**src/rtl/rr_select_arbiter_pkg.sv**
```systemverilog
// rtl/rr_select_arbiter_pkg.sv - shared types, widths and helpers for the round-robin select arbiter
package rr_select_pkg;

    typedef enum logic {
        IDLE  = 1'b0,
        GRANT = 1'b1
    } rr_state_t;

    localparam int BEAT_W = 4;

    // Select width for n requesters; a single requester pair still needs one bit.
    function automatic int rr_sel_w(input int n);
        return (n <= 2) ? 1 : $clog2(n);
    endfunction

endpackage

```
**src/rtl/rr_select_arbiter_if.sv**
```systemverilog
// rtl/rr_select_arbiter_if.sv - request/handshake/select bundle between requesters, arbiter and consumer
interface rr_select_arbiter_if #(
    parameter int N  = 3,
    parameter int SW = 2
);
    logic [N-1:0]  req;
    logic          ready;
    logic [SW-1:0] sb;
    logic [N-1:0]  gnt;
    logic          valid;
    logic [3:0]    beat_cnt;

    modport master (
        input  req,
        input  ready,
        output sb,
        output gnt,
        output valid,
        output beat_cnt
    );

    modport slave (
        output req,
        output ready,
        input  sb,
        input  gnt,
        input  valid,
        input  beat_cnt
    );
endinterface

```
**src/rtl/rr_select_arbiter_pick.sv**
```systemverilog
// rtl/rr_select_arbiter_pick.sv - rotating-priority search for the first live request at or after ptr
module rr_pick #(
    parameter int N  = 3,
    parameter int SW = 2
) (
    input  logic [N-1:0]  req,
    input  logic [SW-1:0] ptr,
    output logic          found,
    output logic [SW-1:0] idx
);
    int cand;

    // Walk ptr, ptr+1, ... wrapping at N (not 2^SW) and keep the first requester seen.
    always_comb begin
        found = 1'b0;
        idx   = '0;
        cand  = 0;
        for (int i = 0; i < N; i++) begin
            cand = (int'(ptr) + i) % N;
            if (!found && req[cand]) begin
                found = 1'b1;
                idx   = SW'(cand);
            end
        end
    end
endmodule

```
**src/rtl/rr_select_arbiter.sv**
```systemverilog
// rtl/rr_select_arbiter.sv - fair round-robin arbiter driving the binary select of a 3-input mux with bounded bursts
module rr_select_arbiter
    import rr_select_pkg::*;
#(
    parameter int N     = 3,
    parameter int SW    = rr_sel_w(N),
    parameter int BURST = 2
) (
    input  logic                  clk,
    input  logic                  rst,
    rr_select_arbiter_if.master   bus
);
    rr_state_t          state, state_d;
    logic [SW-1:0]      ptr, ptr_d;
    logic [SW-1:0]      sb_q, sb_d;
    logic [N-1:0]       gnt_q, gnt_d;
    logic               valid_q, valid_d;
    logic [BEAT_W-1:0]  cnt_q, cnt_d;

    logic               found;
    logic [SW-1:0]      idx;
    logic               accept;
    logic               last_beat;
    logic               held;

    rr_pick #(.N(N), .SW(SW)) u_pick (
        .req   (bus.req),
        .ptr   (ptr),
        .found (found),
        .idx   (idx)
    );

    assign accept    = valid_q & bus.ready;
    assign last_beat = accept && (cnt_q == BEAT_W'(BURST - 1));
    // Only the granted requester's line matters; others wait for the next IDLE.
    assign held      = bus.req[sb_q];

    assign bus.sb       = sb_q;
    assign bus.gnt      = gnt_q;
    assign bus.valid    = valid_q;
    assign bus.beat_cnt = cnt_q;

    // Next-state and next-output decode; every register holds unless a transition says otherwise.
    always_comb begin
        state_d = state;
        ptr_d   = ptr;
        sb_d    = sb_q;
        gnt_d   = gnt_q;
        valid_d = valid_q;
        cnt_d   = cnt_q;
        case (state)
            IDLE: begin
                if (found) begin
                    sb_d       = idx;
                    gnt_d      = '0;
                    gnt_d[idx] = 1'b1;
                    valid_d    = 1'b1;
                    cnt_d      = '0;
                    state_d    = GRANT;
                end
            end
            GRANT: begin
                if (last_beat || !held) begin
                    // Served requester drops to lowest priority; sb keeps its value for the mux.
                    valid_d = 1'b0;
                    gnt_d   = '0;
                    cnt_d   = '0;
                    ptr_d   = (sb_q == SW'(N - 1)) ? '0 : sb_q + SW'(1);
                    state_d = IDLE;
                end else if (accept) begin
                    cnt_d = cnt_q + BEAT_W'(1);
                end
            end
            default: state_d = IDLE;
        endcase
    end

    // State and output registers; reset wins over any in-flight burst.
    always_ff @(posedge clk) begin
        if (rst) begin
            state   <= IDLE;
            ptr     <= '0;
            sb_q    <= '0;
            gnt_q   <= '0;
            valid_q <= 1'b0;
            cnt_q   <= '0;
        end else begin
            state   <= state_d;
            ptr     <= ptr_d;
            sb_q    <= sb_d;
            gnt_q   <= gnt_d;
            valid_q <= valid_d;
            cnt_q   <= cnt_d;
        end
    end
endmodule

```
**src/flat_wrapper.sv**
```systemverilog
// flat-port wrapper written by rule: the top's interface ports become plain ports
module rr_select_arbiter_flat import rr_select_pkg::*;
#(
    parameter int N     = 3,
    parameter int SW    = rr_sel_w(N),
    parameter int BURST = 2
)
  (clk, rst, bus_req, bus_ready, bus_sb, bus_gnt, bus_valid, bus_beat_cnt);
  rr_select_arbiter_if #(.N(N), .SW(SW)) bus_i ();
  input  logic clk;
  input  logic rst;
  input wire logic [$bits(bus_i.req)-1:0] bus_req;
  input wire logic [$bits(bus_i.ready)-1:0] bus_ready;
  output wire logic [$bits(bus_i.sb)-1:0] bus_sb;
  output wire logic [$bits(bus_i.gnt)-1:0] bus_gnt;
  output wire logic [$bits(bus_i.valid)-1:0] bus_valid;
  output wire logic [$bits(bus_i.beat_cnt)-1:0] bus_beat_cnt;
  assign bus_i.req = bus_req;
  assign bus_i.ready = bus_ready;
  assign bus_sb = bus_i.sb;
  assign bus_gnt = bus_i.gnt;
  assign bus_valid = bus_i.valid;
  assign bus_beat_cnt = bus_i.beat_cnt;
  rr_select_arbiter #(.N(N), .SW(SW), .BURST(BURST)) u_core (.clk(clk), .rst(rst), .bus(bus_i));
endmodule
```
**config.mk**
```make
export PLATFORM = sky130hd
export DESIGN_NAME = rr_select_arbiter_flat
export DESIGN_NICKNAME = d
export VERILOG_FILES = /design/src/rtl/rr_select_arbiter_pkg.sv /design/src/rtl/rr_select_arbiter_if.sv /design/src/rtl/rr_select_arbiter_pick.sv /design/src/rtl/rr_select_arbiter.sv /design/src/flat_wrapper.sv
export SDC_FILE = /design/constraint.sdc
export NUM_CORES = 1
export LEC_CHECK = 0
export ABC_AREA = 0
export BUFFER_PORTS_ARGS = -buffer_cell sky130_fd_sc_hd__buf_2
export CAP_MARGIN = 20
export CORE_UTILIZATION = 50
export CTS_BUF_LIST = sky130_fd_sc_hd__clkbuf_8
export DETAILED_ROUTE_END_ITERATION = 10
export GPL_TIMING_DRIVEN = 0
export PLACE_DENSITY = 0.73
export SLEW_MARGIN = 20
export SYNTH_ARGS = -nofsm -noshare
export SYNTH_HDL_FRONTEND = slang
export SYNTH_HIERARCHICAL = 1
export SYNTH_SLANG_ARGS = --single-unit
```
**constraint.sdc**
```tcl
create_clock -name clk -period 3.2 [get_ports clk]
set_clock_uncertainty 0.1 [all_clocks]
set_input_delay 0.48 -clock clk [delete_from_list [all_inputs] [get_ports clk]]
set_output_delay 0.48 -clock clk [all_outputs]
set_load 0.005 [all_outputs]
```
Word-level counts from Yosys, hierarchy flattened
Index checks and enable logic that the tools add are counted.
{"block": "totals", "wordCells": 71, "inputBits": 6, "out_inout_bits": 10, "regBits": 13}
{"block": "op_classes", "n_addsub": 4, "n_mux": 33, "order_cmp": 6, "bitwise_logic": 2, "n_reduce_logical": 12, "n_div": 3, "n_eq_ne": 5}
{"operator": "32-bit by 4-bit < comparator with 1-bit output (second input constant)", "count": 3}
{"operator": "32-bit by 3-bit modulo with 32-bit output (second input constant)", "count": 2}
{"operator": "3-bit by 3-bit modulo with 32-bit output (second input constant)", "count": 1}
{"operator": "1-bit two-way mux", "count": 15}
{"operator": "4-bit two-way mux", "count": 3}
{"operator": "1-bit binary-select mux with 2-bit select", "count": 4}
{"operator": "2-bit two-way mux", "count": 4}
{"operator": "4-bit case mux with 2 select lines", "count": 1}
{"operator": "2-bit AND reduction", "count": 4}
{"operator": "2-bit by 3-bit < comparator with 1-bit output (second input constant)", "count": 2}
{"operator": "3-bit two-way mux", "count": 2}
{"operator": "3-bit case mux with 2 select lines", "count": 1}
{"operator": "4-bit by 1-bit adder with 4-bit output (second input constant)", "count": 1}
{"operator": "4-bit by 1-bit equality test with 1-bit output (second input constant)", "count": 1}
{"operator": "1-bit logical AND", "count": 4}
{"operator": "1-bit case mux with 2 select lines", "count": 2}
{"operator": "2-bit by 1-bit adder with 3-bit output (second input constant)", "count": 1}
{"operator": "2-bit by 2-bit adder with 3-bit output (second input constant)", "count": 1}
{"operator": "1-bit logical NOT", "count": 3}
{"operator": "3-bit != test (second input constant)", "count": 1}
{"operator": "2-bit by 1-bit adder with 2-bit output (second input constant)", "count": 1}
{"operator": "1-bit demux with 2-bit select", "count": 1}
{"operator": "2-bit equality test (second input constant)", "count": 1}
{"operator": "2-bit by 1-bit greater-or-equal comparator with 1-bit output (second input constant)", "count": 1}
{"operator": "5 further kinds", "count": 5}

Logic depth before layout (Yosys ltp)
{"block": "depth", "depth_word": 17, "depth_mapped": 10, "ltp_nobuf": 9}

Hierarchy
The synthesis kept the hierarchy.
{"mod": "rr_select_arbiter", "area_each_um2": 603.1, "seq_area_each_um2": 260.2, "cells_per_inst": 68, "n_inst": 1}
{"mod": "rr_pick", "area_each_um2": 251.5, "seq_area_each_um2": 0.0, "cells_per_inst": 32, "n_inst": 1}

Least setup slack after synthesis
OpenSTA, ideal clock, no wires.
{"block": "synth_path", "path_type": "reg-to-reg", "startpoint": "register u_core.ptr[0]", "endpoint": "register u_core.gnt_q[0], in the netlist u_core/bus.gnt[0]", "required_time_ns": 2.983, "path_stages_with_launch": 9, "path_slack_ns": 1.171, "t_arrival_ns": 1.812, "synth_period_minus_slack_ns": 2.029, "setup_time_ns": 0.117, "path_buffers": 1, "cell_sequence": "dfxtp_1 inv_1 ha_1 buf_6 and2b_1 o31a_1 o31ai_1 nor3_1 a22o_1"}
{"block": "synth_via", "elab_chain_len": 17, "word_cells_on_any_way": 33, "cone_classes": "add/sub (2); div (3); order compare (2); eq/ne (1); mux (19); reduce/logical (6)"}
{"item": "from (decl)", "line": "rr_select_arbiter.sv:14", "source": "logic [SW-1:0] ptr, ptr_d;"}
{"item": "from (signal assigned)", "line": "rr_select_arbiter.sv:89", "source": "ptr <= ptr_d;"}
{"item": "branches (longest 10 deep; another with 32-bit by 3-bit modulo with 32-bit output)"}
{"item": "2-bit two-way mux (*)", "line": "rr_select_arbiter_pick.sv:20", "source": "if (!found && req[cand]) begin"}
{"item": "via u_core.idx[0]", "line": "rr_select_arbiter.sv:21", "source": "logic [SW-1:0] idx;"}
{"item": "2-bit by 3-bit < comparator with 1-bit output (not written as such) or 2-bit by 1-bit greater-or-equal comparator with 1-bit output (tied branches)", "line": "rr_select_arbiter.sv:56", "source": "gnt_d[idx] = 1'b1;"}
{"item": "1-bit logical AND (not written as such)", "line": "rr_select_arbiter.sv:56"}
{"item": "1-bit two-way mux (not written as such)", "line": "rr_select_arbiter.sv:56"}
{"item": "1-bit demux with 2-bit select (*)"}
{"item": "3-bit two-way mux (*)", "line": "rr_select_arbiter.sv:53", "source": "if (found) begin"}
{"item": "3-bit case mux with 2 select lines (*)", "line": "rr_select_arbiter.sv:51", "source": "case (state)"}
{"item": "to (signal assigned)", "line": "rr_select_arbiter.sv:91", "source": "gnt_q <= gnt_d;"}
{"item": "to (decl)", "line": "rr_select_arbiter.sv:16", "source": "logic [N-1:0] gnt_q, gnt_d;"}
Mark *: on every way through the listed nets, which the timed path passes. The select of a mux whose other input is x is not followed.
A chain may end at the register's enable or synchronous reset.

Worst setup path in the final report
Ends and elaborated chain as after synthesis.

==> flow_summary.yaml <==
finish:
  fin_util_pct: 63.8
  final_layout_size_suffix_gt1_share_pct: 22.7
  nets: 131
  multiInputGateArea_sq_um: 549
  layout_commonest_cell: "buf_2"
  num-fill-cells: 144
  final_cell_mix: "buf_2 (15), nor2_1 (13), dfxtp_1 (13)"
  register_area_sq_um: 260
  syn2layout_area_growth_pct: 16.4
  diodes: 0
sta:
  worst_pin_slew_ns: 0.444
  hold_viol_final: 0
  fin_setup_tns_ns: 0
  rsz0062_at_grt: "no"
  finalMaxSlewViolations: 0
  setup_viol_count_final: 0
  fin_crit_sh_pct: 70.8
  clock.fmax_mhz: 441
  fin_ws_ns: 0.934
  timing.slew.headroom_pct: 70.2
  period_minus_slack_ns: 2.27
routing:
  viasPerCell: 5.74
  vias: 775
  first_iter_violations: 31
  dr.pass1.iters: 10
  ant_nets: 0
  wl_per_cell_um: 13.3
  drc: 2
  drt-total-wl_um: 1790
clocking:
  clk_pin_slew_worst_paths_ns: 0.06
  cts-buffers-inserted: 3
  cts_tree: "yes"
  cts_resized: 0
  hold_buffers: 0
  clockBufferDepth: 2
  cts_setup_buffers: 0
  cts-root-buf: "clkbuf_8"
  htreeDepth: 1
  cts.sinks: 13
  clk_latency_ns: 0.24
global_route:
  grt_max_degree: 11
  grt_pass1_vias: 728
  grt_overflow: 0
  grt_pass1_wl_um: 2990
  antenna_found_initial: 0
  grt_util_all_layers_pct: 21.4
power:
  p_per_area_nw_per_um2: 524
  ir_worst_vdd_mv: 0.389
  power_uw: 521
  leakage_nw: 0.414
flow_run:
  drv_cap: 0
floorplan:
  fp.dieH_um: 43.3
  initial_core_util_pct: 54.8
  die-area_sq_um: 1880
  row_count: 14
  core_sq_um: 1560
  ios: 16
  die_x_um: 43.3
placed_design:
  post-dp-hpwl_um: 1310
  place_ws_ns: 0.939
  finalWeightedCongestion: 0.833
  io_buffers: 15
synth:
  ys_ff_latch: 13
  ys_seq_area_share_pct: 30.5
  mappedNetlistNets: 111
  yosysUniqueCellTypes: 36
  ys_warn_count: 6
  syn_area_sq_um: 855
  syn_area_per_cell_sq_um: 8.55
  syn_inst: 100
critical_path:
  crit_type: "reg -> reg"
  cpMaxStageDelayCell: "o31ai_1"
  end_kind: "flip-flop"
  critPathMaxStageDelay_ns: 0.39
  start_kind: "flip-flop"
  path_buf_inv: 2
  crit_fanout: 9
  required_ns: 3.23
  critical_path.top_delay_family: "compound AO/OA/AOI/OAI gates"
  path_cells: "inv_1, ha_1, buf_6, and2b_1, o31a_1, o31ai_1, nor3_1, a22o_1"
  critPathArrivalTime_ns: 2.29
hold_path:
  hp-class: "reg -> reg"
run_status:
  violations: "design-rule violations"
  outcome: "finished with violations"
## state kept, by name (all words and copies together) (netlist names)
name,count
u_core/state,1
u_core/bus.sb,2
u_core/ptr,2
u_core/bus.gnt,3
u_core/bus.valid,1
u_core/bus.beat_cnt,4
## through the flow
| step | area (sq um) | hold WS, ns | instances |
|---|---|---|---|
| floorplan | 855 | 0.362 | 100 |
| global placement | 950 | 0.351 | 131 |
| detailed placement | 950 | 0.355 | 131 |
| CTS | 995 | 0.368 | 135 |
| global route | 995 | 0.397 | 135 |
| finish | 995 | 0.365 | 135 |
## cells in the mapped netlist
master    count  area share, %
dfxtp_1      13             30
o32a_1        1            1.2
nand3b_1      5            4.4
a32o_1        1            1.2
ha_1          5            7.3
a22oi_1       1           0.88
o211ai_1      1           0.88
o21ai_0       1           0.59
nand2_1      10            4.4
nor3b_2       1            1.5
o31a_1        1            1.0
a22o_1        2            2.1
nor2b_1       2            1.5
o21ai_4       1            1.9
o21ai_1       2            1.2
inv_1         5            2.2
and4b_1       1            1.2
a21boi_2      1            1.3
a31o_2        1            1.0
nor3b_1       1           0.88
nor2_1       13            5.7
o31ai_1       1           0.88
and2b_1       1           0.88
nand2b_4      1            1.6
a311oi_1      1            1.0
clkbuf_1      1           0.44
mux2i_1       6            7.0
nand4b_1      1            1.0
nand3_1       3            1.8
a21oi_1       4            2.3
nor2b_2       1            1.0
and3_4        1            1.3
nor3_1        3            1.8
a31oi_1       3            2.2
buf_6         2            2.6
nand2b_1      2            1.5
## area by class of cell
class / count / share of cell area [%]
inverters: 5 / 1.89
clock inverters: 1 / 0.377
repair buffers: 15 / 7.55
plain buffers: 3 / 2.64
well taps: 16 / 2.01
multi-input cells: 79 / 55.2
clock buffers: 3 / 4.15
flip-flops and latches: 13 / 26.2
## power breakdown
group | total (mW) | internal [mW] | leakage [nW] | switching [mW]
Sequential | 0.202 | 0.181 | 0.106 | 0.0203
Clock | 0.142 | 0.0846 | 0.0269 | 0.0574
Combinational | 0.178 | 0.0825 | 0.281 | 0.0951
## kinds of logic after synthesis
kind of cell | synth area share [%]
and+or+nand+nor | 30.3
AOI/OAI and AO/OA | 19.6
DFF | 30.5
buffers and inverters | 5.27
muxes | 7.03
adders and majority gates | 7.32
## routing by layer
metal | global-route usage [%] | vias up | wire length, um
li1 | - | 394 | -
met1 | 22.5 | 362 | 780
met2 | 41.2 | 15 | 931
met3 | 3.75 | 4 | 48
met4 | 9.38 | 0 | 29
met5 | 0 | - | 0
## worst paths after layout
| check | startpoint | end | slack [ns] | cells after the start |
|---|---|---|---|---|
| worst min register to register | u_core/bus.gnt[1] | u_core/bus.gnt[1] | 0.37 | 1 |
| worst min-delay path | u_core/bus.gnt[1] | u_core/bus.gnt[1] | 0.37 | 1 |
| worst max register to register | u_core/ptr[0] | u_core/bus.gnt[0] | 0.93 | 8 |
| worst max-delay path | u_core/ptr[0] | u_core/bus.gnt[0] | 0.93 | 8 |
No activity file was read; power rests on OpenSTA's default activity.
